<file path="config.mk">
export PLATFORM = sky130hd
export DESIGN_NAME = hazard_ctrl_flat
export DESIGN_NICKNAME = d
export VERILOG_FILES = /design/src/rtl/hazard_pkg.sv /design/src/rtl/hazard_ctrl_if.sv /design/src/rtl/hazard_ctrl_store_seq.sv /design/src/rtl/hazard_ctrl.sv /design/src/flat_wrapper.sv
export SDC_FILE = /design/constraint.sdc
export NUM_CORES = 1
export LEC_CHECK = 0
export BUFFER_PORTS_ARGS = -buffer_cell sky130_fd_sc_hd__buf_2
export CAP_MARGIN = 15
export CORE_MARGIN = 10
export CORE_UTILIZATION = 25
export CTS_BUF_LIST = sky130_fd_sc_hd__clkbuf_16
export CTS_CLUSTER_DIAMETER = 30
export DETAILED_ROUTE_END_ITERATION = 10
export PLACE_DENSITY = 0.81
export SYNTH_ARGS = -nofsm -noshare
export SYNTH_HDL_FRONTEND = slang
export SYNTH_HIERARCHICAL = 1
export SYNTH_SLANG_ARGS = --single-unit
</file>
<file path="constraint.sdc">
create_clock -name clk -period 2.15 [get_ports clk]
set_input_delay 0.1075 -clock clk [delete_from_list [all_inputs] [get_ports clk]]
set_output_delay 0.1075 -clock clk [all_outputs]
set_load 0.01 [all_outputs]
</file>
<file path="src/rtl/hazard_pkg.sv">
`default_nettype none
// ============================================================================
//  Module   : hazard_pkg
//  Purpose  : Shared types and constants for the hazard/exception controller:
//             store-sequencer state encoding, MIPS exception codes, default
//             exception vector and a low-bit mask helper.
//  Ports    : none (package)
//  Revision : 1.0 - initial release
// ============================================================================
package hazard_pkg;

  // Store sequencer states
  typedef enum logic [1:0] {
    SEQ_IDLE   = 2'd0,
    SEQ_WAIT   = 2'd1,
    SEQ_COMMIT = 2'd2
  } seq_state_e;

  // Wait counter width; covers STORE_WAIT up to 15
  localparam int unsigned SEQ_CNT_W = 4;

  // Exception codes presented on excepttype
  localparam logic [31:0] EXC_INT     = 32'h0000_0001;
  localparam logic [31:0] EXC_SYS     = 32'h0000_0008;
  localparam logic [31:0] EXC_INV     = 32'h0000_000a;
  localparam logic [31:0] EXC_OVF     = 32'h0000_000c;
  localparam logic [31:0] EXC_TRAP    = 32'h0000_000d;
  localparam logic [31:0] EXC_ERET    = 32'h0000_000e;
  localparam logic [31:0] EXC_TLBMISS = 32'h0000_000f;

  localparam logic [31:0] DEFAULT_EXC_VECTOR = 32'h8000_12a0;

  // Mask with bits 0..idx set; a negative idx yields an empty mask.
  function automatic logic [31:0] low_mask(input int idx);
    logic [31:0] m;
    m = '0;
    for (int i = 0; i < 32; i++) begin
      if (i <= idx) m[i] = 1'b1;
    end
    return m;
  endfunction

endpackage
`default_nettype wire

</file>
<file path="src/rtl/hazard_ctrl_if.sv">
`default_nettype none
// ============================================================================
//  Module   : hazard_ctrl_if
//  Purpose  : Bundles the pipeline-side request/response signals of
//             hazard_ctrl. master = pipeline driving requests,
//             slave = hazard_ctrl producing stall/flush/redirect/strobe.
//  Signals  : stallreq_i, mem_we_i, excepttype_i, cp0_epc_i   (requests)
//             stall_o, flush_o, new_pc_o, mem_we_o, store_busy_o (responses)
//             stall_cycles_o, flush_count_o  (only with HAZARD_PERF_CNT_EN)
//  Revision : 1.0 - initial release
// ============================================================================
interface hazard_ctrl_if #(
  parameter int NSTAGE = 6
);
  logic [NSTAGE-1:0] stallreq_i;
  logic              mem_we_i;
  logic [31:0]       excepttype_i;
  logic [31:0]       cp0_epc_i;

  logic [NSTAGE-1:0] stall_o;
  logic              flush_o;
  logic [31:0]       new_pc_o;
  logic              mem_we_o;
  logic              store_busy_o;
`ifdef HAZARD_PERF_CNT_EN
  logic [31:0]       stall_cycles_o;
  logic [31:0]       flush_count_o;
`endif

  modport master (
`ifdef HAZARD_PERF_CNT_EN
    input  stall_cycles_o, flush_count_o,
`endif
    output stallreq_i, mem_we_i, excepttype_i, cp0_epc_i,
    input  stall_o, flush_o, new_pc_o, mem_we_o, store_busy_o
  );

  modport slave (
`ifdef HAZARD_PERF_CNT_EN
    output stall_cycles_o, flush_count_o,
`endif
    input  stallreq_i, mem_we_i, excepttype_i, cp0_epc_i,
    output stall_o, flush_o, new_pc_o, mem_we_o, store_busy_o
  );
endinterface
`default_nettype wire

</file>
<file path="src/rtl/hazard_ctrl_store_seq.sv">
`default_nettype none
// ============================================================================
//  Module   : store_seq
//  Purpose  : Multi-cycle MEM-stage store sequencer. A store holds the pipe
//             for STORE_WAIT cycles, then issues one write strobe cycle.
//  Ports    : clk, rst    - clock, synchronous active-high reset
//             mem_we_i    - MEM-stage instruction is a store
//             abort       - exception: drop any store in flight
//             hold        - upstream stall: freeze state and counter
//             active      - store waiting (hold stages 0..MEM)
//             commit      - strobe cycle (MEM advances)
//             busy        - sequencer not IDLE
//  Revision : 1.0 - initial release
// ============================================================================
module store_seq
  import hazard_pkg::*;
#(
  parameter int unsigned STORE_WAIT = 1
) (
  input  logic clk,
  input  logic rst,
  input  logic mem_we_i,
  input  logic abort,
  input  logic hold,
  output logic active,
  output logic commit,
  output logic busy
);

  localparam logic [SEQ_CNT_W-1:0] CNT_LOAD = SEQ_CNT_W'(STORE_WAIT - 1);
  localparam logic [SEQ_CNT_W-1:0] CNT_ONE  = SEQ_CNT_W'(1);

  seq_state_e            state_q, state_d;
  logic [SEQ_CNT_W-1:0]  cnt_q, cnt_d;

  always_ff @(posedge clk) begin
    if (rst) begin
      state_q <= SEQ_IDLE;
      cnt_q   <= '0;
    end else begin
      state_q <= state_d;
      cnt_q   <= cnt_d;
    end
  end

  always_comb begin
    state_d = state_q;
    cnt_d   = cnt_q;
    active  = 1'b0;
    commit  = 1'b0;

    case (state_q)
      SEQ_IDLE: begin
        if (mem_we_i) begin
          active  = 1'b1;
          cnt_d   = CNT_LOAD;
          state_d = (STORE_WAIT == 1) ? SEQ_COMMIT : SEQ_WAIT;
        end
      end
      SEQ_WAIT: begin
        if (mem_we_i) begin
          active = 1'b1;
          cnt_d  = cnt_q - 1'b1;
          // Counter reaching zero this cycle means the strobe comes next
          if (cnt_q <= CNT_ONE) state_d = SEQ_COMMIT;
        end else begin
          // Store vanished (flushed upstream): give up without a strobe
          state_d = SEQ_IDLE;
          cnt_d   = '0;
        end
      end
      SEQ_COMMIT: begin
        commit  = mem_we_i;
        state_d = SEQ_IDLE;
      end
      default: begin
        state_d = SEQ_IDLE;
        cnt_d   = '0;
      end
    endcase

    // Abort outranks hold: an exception always kills the store
    if (abort) begin
      state_d = SEQ_IDLE;
      cnt_d   = '0;
    end else if (hold) begin
      state_d = state_q;
      cnt_d   = cnt_q;
    end
  end

  assign busy = (state_q != SEQ_IDLE);

endmodule
`default_nettype wire

</file>
<file path="src/rtl/hazard_ctrl.sv">
`default_nettype none
// ============================================================================
//  Module   : hazard_ctrl
//  Purpose  : Pipeline hazard/exception controller. Priority: exception
//             flush/redirect > stage stall requests > store sequencer.
//  Ports    : clk   - core clock
//             rst   - synchronous active-high reset (forces outputs to 0)
//             bus   - hazard_ctrl_if.slave (requests in, stall/flush/
//                     new_pc/mem_we/store_busy out)
//  Options  : HAZARD_PERF_CNT_EN adds saturating stall_cycles_o and
//             flush_count_o counters on the interface.
//  Revision : 1.0 - initial release
// ============================================================================
module hazard_ctrl
  import hazard_pkg::*;
#(
  parameter int          NSTAGE     = 6,
  parameter int          MEM_STAGE  = 4,
  parameter int unsigned STORE_WAIT = 1,
  parameter logic [31:0] EXC_VECTOR = DEFAULT_EXC_VECTOR,
  parameter logic [31:0] ERET_CODE  = EXC_ERET
) (
  input  logic          clk,
  input  logic          rst,
  hazard_ctrl_if.slave  bus
);

  // Store hold masks: waiting freezes MEM and above-side stages, the strobe
  // cycle releases MEM so the store retires.
  localparam logic [NSTAGE-1:0] MEM_HOLD    = NSTAGE'(low_mask(MEM_STAGE));
  localparam logic [NSTAGE-1:0] COMMIT_HOLD = NSTAGE'(low_mask(MEM_STAGE - 1));

  logic [NSTAGE-1:0] req_mask;
  logic              exc_hit;
  logic              any_req;
  logic              seq_active;
  logic              seq_commit;
  logic              seq_busy;

  logic [NSTAGE-1:0] stall;
  logic              flush;
  logic [31:0]       new_pc;
  logic              mem_we;

  assign exc_hit = (bus.excepttype_i != 32'h0);
  assign any_req = |bus.stallreq_i;

  // A stall at stage k holds every earlier stage too: bit k of the mask is
  // set when any request at index >= k is present. The last stage is never
  // held.
  for (genvar k = 0; k < NSTAGE - 1; k++) begin : g_req_mask
    assign req_mask[k] = |bus.stallreq_i[NSTAGE-1:k];
  end
  assign req_mask[NSTAGE-1] = 1'b0;

  store_seq #(
    .STORE_WAIT (STORE_WAIT)
  ) u_store_seq (
    .clk      (clk),
    .rst      (rst),
    .mem_we_i (bus.mem_we_i),
    .abort    (exc_hit),
    .hold     (any_req),
    .active   (seq_active),
    .commit   (seq_commit),
    .busy     (seq_busy)
  );

  always_comb begin
    stall  = '0;
    flush  = 1'b0;
    new_pc = '0;
    mem_we = 1'b0;
    if (!rst) begin
      if (exc_hit) begin
        flush  = 1'b1;
        new_pc = (bus.excepttype_i == ERET_CODE) ? bus.cp0_epc_i : EXC_VECTOR;
      end else if (any_req) begin
        stall = req_mask;
      end else if (seq_active) begin
        stall = MEM_HOLD;
      end else if (seq_commit) begin
        stall  = COMMIT_HOLD;
        mem_we = 1'b1;
      end
    end
  end

  assign bus.stall_o      = stall;
  assign bus.flush_o      = flush;
  assign bus.new_pc_o     = new_pc;
  assign bus.mem_we_o     = mem_we;
  assign bus.store_busy_o = seq_busy & ~rst;

`ifdef HAZARD_PERF_CNT_EN
  logic [31:0] stall_cycles_q, stall_cycles_d;
  logic [31:0] flush_count_q,  flush_count_d;

  always_ff @(posedge clk) begin
    if (rst) begin
      stall_cycles_q <= '0;
      flush_count_q  <= '0;
    end else begin
      stall_cycles_q <= stall_cycles_d;
      flush_count_q  <= flush_count_d;
    end
  end

  // Both counters stick at all-ones instead of wrapping
  always_comb begin
    stall_cycles_d = stall_cycles_q;
    flush_count_d  = flush_count_q;
    if (stall[0] && (stall_cycles_q != 32'hffff_ffff)) stall_cycles_d = stall_cycles_q + 32'd1;
    if (flush && (flush_count_q != 32'hffff_ffff))     flush_count_d  = flush_count_q + 32'd1;
  end

  assign bus.stall_cycles_o = rst ? 32'h0 : stall_cycles_q;
  assign bus.flush_count_o  = rst ? 32'h0 : flush_count_q;
`endif

endmodule
`default_nettype wire

</file>
<file path="src/flat_wrapper.sv">
// flat-port wrapper written by rule: the top's interface ports become plain ports
module hazard_ctrl_flat import hazard_pkg::*;
#(
  parameter int          NSTAGE     = 6,
  parameter int          MEM_STAGE  = 4,
  parameter int unsigned STORE_WAIT = 1,
  parameter logic [31:0] EXC_VECTOR = DEFAULT_EXC_VECTOR,
  parameter logic [31:0] ERET_CODE  = EXC_ERET
)
  (clk, rst, bus_stallreq_i, bus_mem_we_i, bus_excepttype_i, bus_cp0_epc_i, bus_stall_o, bus_flush_o, bus_new_pc_o, bus_mem_we_o, bus_store_busy_o);
  hazard_ctrl_if #(.NSTAGE(NSTAGE)) bus_i ();
  input  logic clk;
  input  logic rst;
  input wire logic [$bits(bus_i.stallreq_i)-1:0] bus_stallreq_i;
  input wire logic [$bits(bus_i.mem_we_i)-1:0] bus_mem_we_i;
  input wire logic [$bits(bus_i.excepttype_i)-1:0] bus_excepttype_i;
  input wire logic [$bits(bus_i.cp0_epc_i)-1:0] bus_cp0_epc_i;
  output wire logic [$bits(bus_i.stall_o)-1:0] bus_stall_o;
  output wire logic [$bits(bus_i.flush_o)-1:0] bus_flush_o;
  output wire logic [$bits(bus_i.new_pc_o)-1:0] bus_new_pc_o;
  output wire logic [$bits(bus_i.mem_we_o)-1:0] bus_mem_we_o;
  output wire logic [$bits(bus_i.store_busy_o)-1:0] bus_store_busy_o;
  assign bus_i.stallreq_i = bus_stallreq_i;
  assign bus_i.mem_we_i = bus_mem_we_i;
  assign bus_i.excepttype_i = bus_excepttype_i;
  assign bus_i.cp0_epc_i = bus_cp0_epc_i;
  assign bus_stall_o = bus_i.stall_o;
  assign bus_flush_o = bus_i.flush_o;
  assign bus_new_pc_o = bus_i.new_pc_o;
  assign bus_mem_we_o = bus_i.mem_we_o;
  assign bus_store_busy_o = bus_i.store_busy_o;
  hazard_ctrl #(.NSTAGE(NSTAGE), .MEM_STAGE(MEM_STAGE), .STORE_WAIT(STORE_WAIT), .EXC_VECTOR(EXC_VECTOR), .ERET_CODE(ERET_CODE)) u_core (.clk(clk), .rst(rst), .bus(bus_i));
endmodule
</file>
==> flow_summary.yaml, run 1 <==
final_layout:
  utilization: 0.523
  diodes: 0
  largest_register_ffs: 1
  regMostFlops: "u_core/u_store_seq/state_q"
  fillCellCount: 239
  area_delta_synth_final_pct: 101
  reg.largest.list: "u_core/u_store_seq/state_q (1)"
  stdcell_count: 225
  nNetsFinal: 272
  drive_gt1_frac: 0.619
worst_setup_path:
  slowest_stage: "nor4_4"
  startpoint_type: "input pin"
  critPathCapture: "bus_new_pc_o[25]"
  cp_data_required_time_ns: 2.04
  cp-startpoint: "bus_excepttype_i[25]"
  cp_slowest_stage_delay_ns: 0.30
  endpoint_kind: "output port"
  worstPathMaxFanout: 27
  cp_num_buf_inv: 3
  r2r_setup_slack_ns: 1.20
  worstReg2RegStart: "u_core/u_store_seq/state_q[1]"
  reg2reg_depth: 2
  crit_top_cell: "buf_2"
  path_class: "in -> out"
  critical_path.top_delay_family: "simple AND/OR/NAND/NOR gates"
  cp.depth: 7
  path_cells: "buf_2, nor4_1, nand4_1, nor4_4, buf_4, and2_1, buf_2"
  r2r_end: "u_core/u_store_seq/state_q[1]"
  cp.arrival_ns: 1.64
timing:
  hold_viol: 0
  tns_ns: 0
  min_period_ns: 1.75
  setup_violations: 0
  fin_skew_ns: 0
  fmax_mhz: 572
  timing.hold.ws_ns: 0.416
  post-route-period-util: 0.813
  slew_violations: 0
  rsz0062_at_grt: "no"
global_routing:
  grt_antenna_before_repair: 0
  grt_pass1_vias: 1003
  grt_overflow_total: 0
  gr-usage-all-layers: 0.142
  grt_max_degree: 28
  grt_pass1_wl_mm: 5.11
route:
  vias_per_cell: 4.77
  vias: 1073
  met3WireLength_um: 510
  wl_per_cell_um: 17.4
  top_layer: "met4"
  drc: 0
  wirelength_mm: 3.92
  drt_iter0_drc: 58
  wl_met1_mm: 1.24
  first_pass_iters: 4
  wl_met2_mm: 2.08
  final_antenna_net_count: 0
placement:
  portBuffers: 112
  dp_hpwl_mm: 3.66
  placedCellCount: 225
  place.gp.congestion: 0.949
power_and_ir_drop:
  power_leakage_nw: 0.679
  total_power_mw: 0.120
  powerDensity_nw_per_um2: 105
  peakVddDrop_v: 0.0000952
floorplanning:
  std_cell_rows: 17
  chipWidth_um: 67.7
  ioPinCount: 114
  die-height_um: 67.7
  core_um2: 2190
  die_area_um2: 4590
  initial_core_util: 0.260
synth:
  synth_top_cell_by_area: "and2_1"
  ys_seq_area_frac: 0.0352
  yosys_most_used_dff: "dfxtp_1"
  syn_area_um2: 569
  synthTopCellsByCount: "and2_1 (27), nor3_1 (11), a21oi_1 (6), nor2_1 (6), o21ai_0 (6)"
  yosysTopAreaCellShare: 0.297
  async_reset_ff_frac: 0
  synth_fp_nets: 160
  syn_inst: 87
  yosys.cell_types.count: 29
  synth-edff-count: 0
  synth-seq-cells: 1
  synth_warnings: 6
  synth.area.top_cells: "and2_1 (30%), nor3_1 (9.7%), nor4_2 (6.6%)"
  syn-mean-instance-area_um2: 6.54
  yosysMostFrequentCell: "and2_1"
job:
  cap_violations: 0
hold_path:
  hp-class: "in -> reg"
clocking:
  clk_latency_ns: 0
  clk_pin_slew_ns: 0
  postCtsSetupBuffers: 0
  postCtsResizedCells: 0
  cts_hold_buf: 0
run_status:
  status: "finished clean"
## cell usage in the layout, fill, tap and decap left out
cell type and instances:
a211oi_1 1, a211oi_2 1, a21o_1 1, a21oi_1 6
and2_1 27, and2_2 1, and2b_2 1, buf_2 112
buf_4 2, conb_1 1, dfxtp_1 1, inv_1 1
nand2_1 2, nand2b_1 1, nand3_1 1, nand3b_1 1
nand4_1 1, nand4_2 1, nor2_1 6, nor2b_1 1
nor3_1 11, nor4_1 4, nor4_2 3, nor4_4 1
o21ai_0 6, or3_1 1, or3b_1 1, or4_1 1
## metal layers
layer  GRT usage  vias to the layer above
li1            -                      529
met5           0                        -
met4      0.0308                        0
met2       0.300                       62
met1       0.117                      472
met3      0.0545                       10
## kinds of logic (layout without fill, tap and decap cells)
| kind of cell | Yosys count | after routing | share of synthesized area |
|---|---|---|---|
| AO/OA/AOI/OAI | 15 | 15 | 0.154 |
| buffers and inverters | 5 | 115 | 0.0659 |
| other | 1 | 1 | 0.00659 |
| AND/OR/NAND/NOR | 65 | 65 | 0.738 |
| flip-flops | 1 | 1 | 0.0352 |
## power breakdown
part           leakage [nW]  internal [mW]  total, mW      switching [mW]
registers           0.00805         0.0189     0.0189  0.0000000000000492
clock network             0              0          0                   0
logic                 0.671         0.0589      0.101              0.0420
## how the worst min path moves through the flow
stage / slack (ns) / start / cells past startpoint / end
4_1_cts: 0.42 / bus_excepttype_i[3] / 4 / u_core/u_store_seq/state_q[1]
6_report: 0.42 / bus_excepttype_i[3] / 4 / u_core/u_store_seq/state_q[1]
5_1_grt: 0.45 / bus_excepttype_i[3] / 4 / u_core/u_store_seq/state_q[1]
3_3_place_gp: 0.42 / bus_excepttype_i[3] / 4 / u_core/u_store_seq/state_q[1]
3_5_place_dp: 0.42 / bus_excepttype_i[3] / 4 / u_core/u_store_seq/state_q[1]
2_1_floorplan: 0.17 / rst / 1 / u_core/u_store_seq/state_q[1]
## per-stage QoR
stage / area (um2) / worst slack (ns)
floorplan: 569 / 0.526
global placement: 1150 / 0.420
detailed placement: 1150 / 0.386
CTS: 1150 / 0.386
global route: 1150 / 0.242
finish: 1150 / 0.403
## worst reg2reg max path: stages, from the launching register on
cell,delay (ns)
dfxtp_1,0.31
or3b_1,0.39
a211oi_2,0.17
## area by class of cell
| type | instances | area, um2 | share of cell area |
|---|---|---|---|
| repair buffers | 114 | 576 | 0.502 |
| multi-input cells | 81 | 512 | 0.447 |
| well taps | 28 | 35.0 | 0.0306 |
| flip-flops and latches | 1 | 20.0 | 0.0175 |
| inverters | 1 | 3.75 | 0.00328 |
No activity file was read; power rests on OpenSTA's default activity.
==> run 2, diff against run 1 <==
ABC_AREA = 1   (was not set)
CORE_UTILIZATION = 28   (was 25)
PLACE_DENSITY = 0.77   (was 0.81)
clock period = 1.41 ns   (was 2.15 ns; I/O delays follow)
==> run 2 against run 1 <==
- sequential share of layout area shrank 0.35 points
- sequential cell count is the same
- via count grew 17%
- wire length shrank 12%
- worst setup slack lost 0.23 ns
==> flow_summary.yaml, run 2 <==
route:
  first_pass_iters: 4
  drc: 0
  wirelength_mm: 3.44
  wl_per_cell_um: 11.7
  final_antenna_net_count: 0
  drt_iter0_drc: 42
  vias: 1258
  vias_per_cell: 4.26
worst_setup_path:
  startpoint_type: "input pin"
  cp.arrival_ns: 1.17
  path_class: "in -> out"
  worstPathMaxFanout: 12
  endpoint_kind: "output port"
  cp_data_required_time_ns: 1.34
placement:
  portBuffers: 112
  placedCellCount: 294
  dp_hpwl_mm: 3.09
  place_area_um2: 1410
  place.gp.congestion: 0.759
hold_path:
  hp-class: "in -> reg"
global_routing:
  gr-usage-all-layers: 0.107
  grt_antenna_before_repair: 0
  grt_pass1_wl_mm: 5.14
  grt_pass1_vias: 1234
  grt_overflow_total: 0
  grt_max_degree: 28
timing:
  setup_violations: 0
  post-route-period-util: 0.877
  hold_viol: 0
  rsz0062_at_grt: "no"
  fin_skew_ns: 0
  timing.hold.ws_ns: 0.345
  min_period_ns: 1.24
  fmax_mhz: 809
  slew_violations: 0
  tns_ns: 0
floorplanning:
  chipWidth_um: 74.4
  die-height_um: 74.4
  core_um2: 2780
  std_cell_rows: 19
  die_area_um2: 5530
  ioPinCount: 114
  initial_core_util: 0.298
clocking:
  clk_pin_slew_ns: 0
  cts_hold_buf: 0
  clk_latency_ns: 0
  postCtsSetupBuffers: 0
  postCtsResizedCells: 0
final_layout:
  fillCellCount: 290
  regMostFlops: "u_core/u_store_seq/state_q"
  drive_gt1_frac: 0.580
  nNetsFinal: 339
  area_delta_synth_final_pct: 73.1
  layout_common_cells: "buf_2 (112), nor2_1 (58), nand3_1 (20)"
  largest_register_ffs: 1
  final_area_um2: 1430
  reg.largest.list: "u_core/u_store_seq/state_q (1)"
  layout.cells.most_common: "buf_2"
  stdcell_count: 295
  diodes: 0
synth:
  synth.area.top_cells: "nor2_1 (26%), nand3_1 (12%), nand3_2 (12%)"
  synth_warnings: 6
  yosys.cell_types.count: 20
  syn_area_um2: 828
  syn_inst: 156
  syn-mean-instance-area_um2: 5.31
  async_reset_ff_frac: 0
  synth-seq-cells: 1
  synth_top_cell_by_area: "nor2_1"
  ys_seq_area_frac: 0.0242
  yosys_most_used_dff: "dfxtp_1"
  yosysMostFrequentCell: "nor2_1"
  yosysTopAreaCellShare: 0.263
  synthTopCellsByCount: "nor2_1 (58), nand3_1 (20), nand2_1 (17), nor2_2 (15), inv_1 (11)"
  synth_fp_nets: 229
  synth-edff-count: 0
power_and_ir_drop:
  peakVddDrop_v: 0.000122
  power_leakage_nw: 0.835
  total_power_mw: 0.207
  powerDensity_nw_per_um2: 145
job:
  cap_violations: 0
run_status:
  status: "finished clean"
## run 2: final timing paths
kind	startpoint	end	slack [ns]	depth (start not counted)
worst min register to register	u_core/u_store_seq/state_q[1]	u_core/u_store_seq/state_q[1]	0.56	3
worst max register to register	u_core/u_store_seq/state_q[1]	u_core/u_store_seq/state_q[1]	0.71	3
worst min-delay path	bus_mem_we_i	u_core/u_store_seq/state_q[1]	0.35	3
worst max-delay path	bus_excepttype_i[31]	bus_new_pc_o[18]	0.17	10
## run 2: final cells by class
class	count	area, um2	area share
sequential	1	20.0	0.0140
tap	31	38.8	0.0271
multi-input combinational	131	668	0.466
timing repair buffer	116	646	0.450
inverter	16	61.3	0.0428
## run 2: kinds of logic after synthesis
family          count (synthesis)  share of synthesized area
simple gates                  127                      0.779
buf+inv                        24                      0.169
compound gates                  3                     0.0227
flops                           1                     0.0242
other cells                     1                    0.00453
## run 2: stage by stage
step,worst slack (ns),utilization
after floorplan,0.428,-
after global placement,0.180,0.507
after detailed placement,0.172,0.507
after CTS,0.170,0.507
after global routing,0.0206,0.516
final,0.174,0.516
## run 2: metal layers
| layer | global-route usage | part of all wire | vias up |
|---|---|---|---|
| met1 | 0.112 | 0.35 | 498 |
| met3 | 0.0412 | 0.16 | 0 |
| met5 | 0 | 0 | - |
| met2 | 0.207 | 0.49 | 64 |
| li1 | - | - | 696 |
| met4 | 0 | 0 | 0 |
## run 2: where the power goes
| group | internal, mW | switching, mW | leakage [nW] |
|---|---|---|---|
| clock | 0 | 0 | 0 |
| combinational | 0.0975 | 0.0810 | 0.827 |
| sequential | 0.0289 | 0.000000000000191 | 0.00805 |
## run 2: worst max-delay path, stage by stage
cell	delay [ns]
buf_2	0.09
nor2_1	0.09
nand2_1	0.05
nor2_1	0.13
nand2_2	0.10
clkinv_2	0.12
clkbuf_16	0.19
nand3_1	0.08
nor2_1	0.10
buf_2	0.14
